==> src/rtl/feed_seq_pkg.sv <==
// Shared types and width helpers for the feed-register bank sequencer.
package feed_seq_pkg;

    typedef enum logic [2:0] {
        ST_IDLE  = 3'd0,
        ST_CLEAR = 3'd1,
        ST_FEED  = 3'd2,
        ST_DRAIN = 3'd3,
        ST_DONE  = 3'd4
    } feed_seq_state_t;

    localparam int FEED_SEQ_DEPTH_DEF = 8;
    localparam int FEED_SEQ_LEN_W_DEF = 16;

    // Drain counter must be able to hold DEPTH itself.
    function automatic int drain_cnt_w(input int depth);
        return $clog2(depth + 1);
    endfunction

    localparam int FEED_SEQ_DRAIN_W_DEF = drain_cnt_w(FEED_SEQ_DEPTH_DEF);

endpackage

==> src/rtl/feed_seq_cnt.sv <==
// Loadable down-counter with enable and zero/one flags.
// Load has priority over enable; counting stops at zero so the value never wraps.
module feed_seq_cnt #(
    parameter int W = 8
) (
    input  logic         i_clk,
    input  logic         i_rstn,
    input  logic         i_load,
    input  logic [W-1:0] i_load_val,
    input  logic         i_en,
    output logic         o_zero,
    output logic         o_one
);

    logic [W-1:0] cnt_q;
    logic [W-1:0] cnt_d;

    // Next count: load, decrement or hold.
    always_comb begin
        cnt_d = cnt_q;
        if (i_load) begin
            cnt_d = i_load_val;
        end else if (i_en && (cnt_q != '0)) begin
            cnt_d = cnt_q - W'(1);
        end
    end

    // Count register.
    always_ff @(posedge i_clk or negedge i_rstn) begin
        if (!i_rstn) begin
            cnt_q <= '0;
        end else begin
            cnt_q <= cnt_d;
        end
    end

    assign o_zero = (cnt_q == '0);
    assign o_one  = (cnt_q == W'(1));

endmodule

==> src/rtl/feed_sequencer.sv <==
// Sequencer for one bank of systolic-array feed skew chains.
//
//   state    | meaning
//   ---------+-------------------------------------------------------------
//   ST_IDLE  | waiting for i_start; all outputs low
//   ST_CLEAR | one-cycle synchronous clear of the chains (also abort landing)
//   ST_FEED  | accepting upstream beats into the chains
//   ST_DRAIN | shifting zeros in until every chain has flushed
//   ST_DONE  | one-cycle completion pulse
//
// Outputs are a combinational decode of the registered state and the inputs,
// so an async reset drives them all low immediately.
module feed_sequencer
    import feed_seq_pkg::*;
#(
    parameter int DEPTH = FEED_SEQ_DEPTH_DEF,
    parameter int LEN_W = FEED_SEQ_LEN_W_DEF
) (
    input  logic             i_clk,
    input  logic             i_rstn,
    input  logic             i_start,
    input  logic [LEN_W-1:0] i_len,
    input  logic             i_abort,
    input  logic             i_din_valid,
    input  logic             i_stall,
    output logic             o_din_ready,
    output logic             o_pipeline_en,
    output logic             o_clear,
    output logic             o_zero_in,
    output logic             o_busy,
    output logic             o_done
);

    localparam int                 DRAIN_W    = drain_cnt_w(DEPTH);
    localparam logic [DRAIN_W-1:0] DRAIN_LOAD = DRAIN_W'(DEPTH);

    feed_seq_state_t state_q;
    feed_seq_state_t state_d;
    logic            abort_q;
    logic            abort_d;

    logic beat_load;
    logic beat_en;
    logic beat_zero;
    logic beat_one;
    logic drain_load;
    logic drain_en;
    logic drain_zero;
    logic drain_one;
    logic beat_accept;

    feed_seq_cnt #(.W(LEN_W)) u_beat_cnt (
        .i_clk      (i_clk),
        .i_rstn     (i_rstn),
        .i_load     (beat_load),
        .i_load_val (i_len),
        .i_en       (beat_en),
        .o_zero     (beat_zero),
        .o_one      (beat_one)
    );

    feed_seq_cnt #(.W(DRAIN_W)) u_drain_cnt (
        .i_clk      (i_clk),
        .i_rstn     (i_rstn),
        .i_load     (drain_load),
        .i_load_val (DRAIN_LOAD),
        .i_en       (drain_en),
        .o_zero     (drain_zero),
        .o_one      (drain_one)
    );

    // Next-state, counter control and output decode.
    always_comb begin
        state_d       = state_q;
        abort_d       = abort_q;
        beat_load     = 1'b0;
        beat_en       = 1'b0;
        drain_load    = 1'b0;
        drain_en      = 1'b0;
        beat_accept   = 1'b0;
        o_din_ready   = 1'b0;
        o_pipeline_en = 1'b0;
        o_clear       = 1'b0;
        o_zero_in     = 1'b0;
        o_done        = 1'b0;

        case (state_q)
            ST_IDLE: begin
                abort_d = 1'b0;
                if (i_start) begin
                    beat_load = 1'b1;
                    state_d   = ST_CLEAR;
                end
            end

            ST_CLEAR: begin
                // Clear is issued even under stall; it is not a shift.
                o_clear = 1'b1;
                if (i_abort) begin
                    abort_d = 1'b1;
                end else if (abort_q) begin
                    abort_d = 1'b0;
                    state_d = ST_IDLE;
                end else if (beat_zero) begin
                    drain_load = 1'b1;
                    state_d    = ST_DRAIN;
                end else begin
                    state_d = ST_FEED;
                end
            end

            ST_FEED: begin
                if (i_abort) begin
                    // Nothing is consumed or shifted in the abort cycle.
                    abort_d = 1'b1;
                    state_d = ST_CLEAR;
                end else begin
                    o_din_ready   = ~i_stall;
                    o_pipeline_en = i_din_valid & ~i_stall;
                    beat_accept   = i_din_valid & ~i_stall;
                    beat_en       = beat_accept;
                    if (beat_accept && beat_one) begin
                        drain_load = 1'b1;
                        state_d    = ST_DRAIN;
                    end
                end
            end

            ST_DRAIN: begin
                o_zero_in = 1'b1;
                if (i_abort) begin
                    abort_d = 1'b1;
                    state_d = ST_CLEAR;
                end else begin
                    o_pipeline_en = ~i_stall;
                    drain_en      = ~i_stall;
                    // drain_zero only guards against a degenerate DEPTH.
                    if (!i_stall && (drain_one || drain_zero)) begin
                        state_d = ST_DONE;
                    end
                end
            end

            ST_DONE: begin
                o_done  = 1'b1;
                state_d = ST_IDLE;
            end

            default: begin
                state_d = ST_IDLE;
            end
        endcase
    end

    assign o_busy = (state_q != ST_IDLE);

    // State and abort-flag registers.
    always_ff @(posedge i_clk or negedge i_rstn) begin
        if (!i_rstn) begin
            state_q <= ST_IDLE;
            abort_q <= 1'b0;
        end else begin
            state_q <= state_d;
            abort_q <= abort_d;
        end
    end

endmodule

==> config.mk <==
export PLATFORM = sky130hd
export DESIGN_NAME = feed_sequencer
export DESIGN_NICKNAME = d
export VERILOG_FILES = /design/src/rtl/feed_seq_pkg.sv /design/src/rtl/feed_seq_cnt.sv /design/src/rtl/feed_sequencer.sv
export SDC_FILE = /design/constraint.sdc
export NUM_CORES = 1
export LEC_CHECK = 0
export ABC_CLOCK_PERIOD_IN_PS = 3300
export BUFFER_PORTS_ARGS = -buffer_cell sky130_fd_sc_hd__buf_2
export CAP_MARGIN = 30
export CORE_ASPECT_RATIO = 0.9
export CORE_MARGIN = 3
export CORE_UTILIZATION = 46
export CTS_CLUSTER_DIAMETER = 100
export DETAILED_ROUTE_END_ITERATION = 7
export HOLD_SLACK_MARGIN = 0.08
export MAX_ROUTING_LAYER = met4
export PLACE_DENSITY = 0.68
export SYNTH_ARGS = -nofsm -noshare
export SYNTH_HDL_FRONTEND = slang
export SYNTH_HIERARCHICAL = 1
export SYNTH_SLANG_ARGS = --single-unit
==> constraint.sdc <==
create_clock -name i_clk -period 3.3 [get_ports i_clk]
set_input_delay 0.66 -clock i_clk [delete_from_list [all_inputs] [get_ports i_clk]]
set_output_delay 0.66 -clock i_clk [all_outputs]
set_load 0.02 [all_outputs]
After elaboration in Yosys (flattened, before gate mapping)
Index checks and enable logic that the tools add are counted.
- register bits: 24
- logic and storage cells: 70
- output and inout bits: 6
- input bits: 22
- mux-type cells: 33
- equal/unequal tests: 11
- reduce and logical (&&, ||, !) cells: 18
- bitwise logic cells: 2
- $add $sub $neg: 2
- operators with widths (cell ; count):
    $mux W16 ; 2
    $mux W1 ; 18
    $mux W3 ; 6
    $eq A16 B1 Y1 const B ; 1
    $logic_not A16 Y1 ; 1
    $reduce_bool A16 Y1 ; 1
    $sub A16 B1 Y16 const B ; 1
    $pmux W3 S4 ; 1
    $mux W4 ; 2
    $eq A3 B2 Y1 const B ; 2
    $ne A3 B3 Y1 const B ; 2
    $reduce_bool A3 Y1 ; 2
    $eq A4 B1 Y1 const B ; 1
    $logic_and A1 B1 Y1 ; 4
    $logic_not A4 Y1 ; 1
    $ne A2 B2 Y1 const B ; 2
    $pmux W1 S2 ; 2
    $reduce_and A4 Y1 ; 1
    $reduce_bool A2 Y1 ; 2
    $reduce_bool A4 Y1 ; 1
    $sub A4 B1 Y4 const B ; 1
    $eq A3 B1 Y1 const B ; 1
    $eq A3 B3 Y1 const B ; 1
    $logic_not A3 Y1 ; 1
    other kinds (9) ; 9

Depth between registers and ports, before layout
- word-level depth: 7
- gate-level depth with buffers: 11

By module
The synthesis kept the hierarchy.
- by module, submodules not included (module ; area an instance (um2) ; cells an instance ; instances):
    feed_seq_cnt at u_beat_cnt ; 1028.5 ; 120 ; 1
    feed_sequencer ; 321.6 ; 38 ; 1
    feed_seq_cnt at u_drain_cnt ; 266.5 ; 30 ; 1

Least setup slack after synthesis
No wires, ideal clock.
- path type: input to register
- from: input port i_abort
- to: register u_beat_cnt.cnt_q[15]
- buffers on the path: 0
- setup slack: 0.702 ns
- setup time: 0.082 ns
- arrival time: 2.516 ns
- cell stages on the path: 6
- cell sequence: nor4b_2 -> and3_1 -> nor4b_1 -> nand3_1 -> or4_1 -> a31oi_1
- longest elaborated chain between the ends: 4
- RTL lines (element ; RTL line ; text):
    start, declared ; feed_sequencer.sv:23 ; input logic i_abort,
    $mux W1 ; feed_sequencer.sv:113 ; if (i_abort) begin
    $mux W1 ; feed_sequencer.sv:87 ; case (state_q)
    net beat_en ; feed_sequencer.sv:43 ; logic beat_en;
    $logic_and A1 B1 Y1 ; feed_seq_cnt.sv:23 ; end else if (i_en && (cnt_q != '0)) begin
    $reduce_bool A2 Y1 (no line) ; - ;
    end signal, assigned ; feed_seq_cnt.sv:33 ; cnt_q <= cnt_d;
    end, declared ; feed_seq_cnt.sv:15 ; logic [W-1:0] cnt_q;
The timed path passes the listed nets, and every way through them passes these cells.
A chain may end at the register's enable or synchronous reset.

Final worst setup path
- from: register state_q[2]
- to: register u_beat_cnt.cnt_q[15]
- longest elaborated chain between the ends: 4
- RTL lines (element ; RTL line ; text):
    start, declared ; feed_sequencer.sv:37 ; feed_seq_state_t state_q;
    start signal, assigned ; feed_sequencer.sv:163 ; state_q <= state_d;
    $eq A3 B2 Y1 ; feed_sequencer.sv:87 ;
    $mux W1 ; feed_sequencer.sv:87 ;
    net beat_en ; feed_sequencer.sv:43 ;
    $logic_and A1 B1 Y1 ; feed_seq_cnt.sv:23 ;
    $reduce_bool A2 Y1 (no line) ; - ;
The timed path passes the listed nets, and every way through them passes these cells.

==> flow_metrics.tcl <==
set metrics [dict create \
    cts_root_buf "clkbuf_8" \
    holdBufCountCts 0 \
    clock_latency_ns 0.27 \
    netlist-cell-type-count 51 \
    grt_overflow 0 \
    initial_core_util 0.504 \
    hold_path_class "primary input to async pin" \
    num_rows 19 \
    ys.flop_type "dfrtp_1" \
    core-area_mm2 0.00321 \
    io_buffers 27 \
    wl_per_cell_um 14.5 \
    final_common_cell "buf_2" \
    setup.worst_path.start_class "flop" \
    hpwl_um 2820 \
    post_cts.repair.setup_buffers 0 \
    r2r_start "state_q[2]$_DFFE_PN0P_" \
    grt_pass1_wl_um 6420 \
    final.period_utilization 0.854 \
    ant_nets 0 \
    cts_made_buffers 3 \
    drv_cap 0 \
    ir_drop_v 0.000303 \
    first_global_vias 1493 \
    async_reset_ff_frac 1.00 \
    area_growth_pct 14.5 \
    synth_warnings 6 \
    viasPerCell 5.85 \
    cts_resized 0 \
    layout_common_cells "27 x buf_2, 24 x dfrtp_1, 15 x nand2_1" \
    drt-total-wl_um 3770 \
    rrSetupSlack_ns 0.48 \
    yosysSeqAreaShare 0.372 \
    num_antenna_cells 0 \
    relSlewSlack 0.631 \
    rsz0062_at_grt "no" \
    detail_route.iter0.violations 140 \
    slew_violations 0 \
    dieArea_mm2 0.00426 \
    startpoint "state_q[2]$_DFFE_PN0P_" \
    antenna_found_initial 0 \
    drt-pass1-iter-count 4 \
    crit_path_end "u_beat_cnt/cnt_q[15]$_DFFE_PN0P_" \
    fmax_mhz 355 \
    period_needed_ns 2.82 \
    place_congestion 0.818 \
    finalClockSkew_ns 0.00339 \
    power_density_mw_per_mm2 725 \
    outcome "completed" \
    finalSetupTns_ns 0 \
    fp.dieH_um 62.2 \
    n_fill_cell 323 \
    nNetsFinal 246 \
    cts-htree-levels 1 \
    syn-cell-area_mm2 0.00162 \
    place_inst 257 \
    avgSynthCellArea_um2 8.60 \
    hold_violations 0 \
    pin_count 28 \
    cts_sinks 24 \
    synth_edf_count 0 \
    yosys_register_bits 24 \
    setup_viol 0 \
    tightest_slew_ns 0.553 \
    leakagePower_nw 0.771 \
    worstRegToRegCells 6 \
    worstPathArrival_ns 3.01 \
    clkSlewWorstSetupHoldPaths_ns 0.08 \
    synthCells 188 \
    critPathRequiredTime_ns 3.49 \
    cts_buffer_depth 2 \
    cts_tree "built" \
    grt.total_usage 0.195 \
    drive_gt1_frac 0.197 \
    crit_path_end_kind "flop" \
    crit_type "flop to flop" \
    reg2reg_to "u_beat_cnt/cnt_q[15]$_DFFE_PN0P_" \
    grt_max_degree 25 \
    critical_path.max_fanout 11 \
    remaining_drc_errors 0 \
    stdcell_count 260 \
    vias 1522 \
    die_w_um 68.5 \
]
-- cell families after synthesis --
group,count (synthesis),synth area share
AOI/OAI and AO/OA,52,0.216
adders and majority gates,4,0.0310
buffers and inverters,18,0.0480
DFF,24,0.372
muxes,1,0.00619
other,2,0.00465
and+or+nand+nor,87,0.323
-- state kept, by name, indices dropped and copies added (netlist names) --
name	count
u_beat_cnt/cnt_q	16
abort_q	1
u_drain_cnt/cnt_q	4
state_q	3
-- worst max-delay path, stage by stage, from the launching register on --
cell	delay, ns
dfrtp_1	0.49
nor4b_2	0.41
and3_1	0.36
nor4b_1	0.47
nand3_1	0.32
or4_1	0.53
a31oi_1	0.17
-- stage by stage --
step	power (mW)	worst slack, ns	instance area (um^2)	utilization	hold WS, ns
final	1.34	0.483	1850	0.577	0.367
after global routing	1.47	0.307	1850	0.577	0.403
after CTS	1.34	0.504	1850	0.577	0.387
after detailed placement	1.16	0.253	1810	0.564	0.557
after global placement	1.13	0.354	1810	0.564	0.551
after floorplan	0.995	0.702	1620	-	0.364
-- final cells by class --
cell class                 count  area (um^2)  area share
tap                           42         52.6      0.0284
sequential                    24          601       0.325
timing repair buffer          31          165      0.0892
inverter                      12         45.0      0.0243
multi-input combinational    148          946       0.511
clock buffer                   3         41.3      0.0223
-- report_power, final --
| part | switching, mW | total (mW) | internal [mW] |
|---|---|---|---|
| registers | 0.173 | 0.601 | 0.428 |
| clock network | 0.0927 | 0.174 | 0.0818 |
| logic | 0.315 | 0.567 | 0.252 |
-- metal layers --
layer,vias up,part of all wire,global-route usage
met5,-,0,-
met4,0,0.0032,0.0546
met3,5,0.049,0.0468
met2,37,0.44,0.277
met1,719,0.51,0.276
li1,761,-,-
-- worst min-delay path by stage --
stage                                    startpoint                               end  slack [ns]  cells after the start
finish                                       i_rstn  u_beat_cnt/cnt_q[10]$_DFFE_PN0P_        0.37                      1
global route                                 i_rstn  u_beat_cnt/cnt_q[15]$_DFFE_PN0P_        0.40                      1
CTS                                          i_rstn  u_beat_cnt/cnt_q[10]$_DFFE_PN0P_        0.39                      1
detailed placement              abort_q$_DFFE_PN0P_               abort_q$_DFFE_PN0P_        0.56                      2
global placement    u_beat_cnt/cnt_q[3]$_DFFE_PN0P_   u_beat_cnt/cnt_q[3]$_DFFE_PN0P_        0.55                      1
floorplan                                    i_rstn               abort_q$_DFFE_PN0P_        0.36                      0
-- synthesized netlist by cell type, drive strengths merged, types with 2 or more instances --
master   number  area [um^2]
nor4b         4         41.3
inv          11         41.3
clkbuf        3         11.3
a21oi        10         50.1
a31oi         7         43.8
a2bb2oi       2         23.8
nand3         4         20.0
dfrtp        24          601
a2111oi       2         20.0
and3          2         12.5
nor4          3         18.8
o31ai         2         15.0
nand2b        4         25.0
nor2b         2         12.5
nor3b         3         22.5
buf           3         21.3
or3           7         48.8
o211ai        3         22.5
nor3          7         35.0
o21ai        13         65.1
nand4         2         12.5
or4           8         60.1
nor2         12         45.0
nand2        15         56.3
ha            4         50.1
conb          2         7.51
or4b          3         30.0
or2           2         12.5
and2          4         25.0
o31a          2         17.5
o21a          4         30.0
Power figures use the tool's default switching activity.
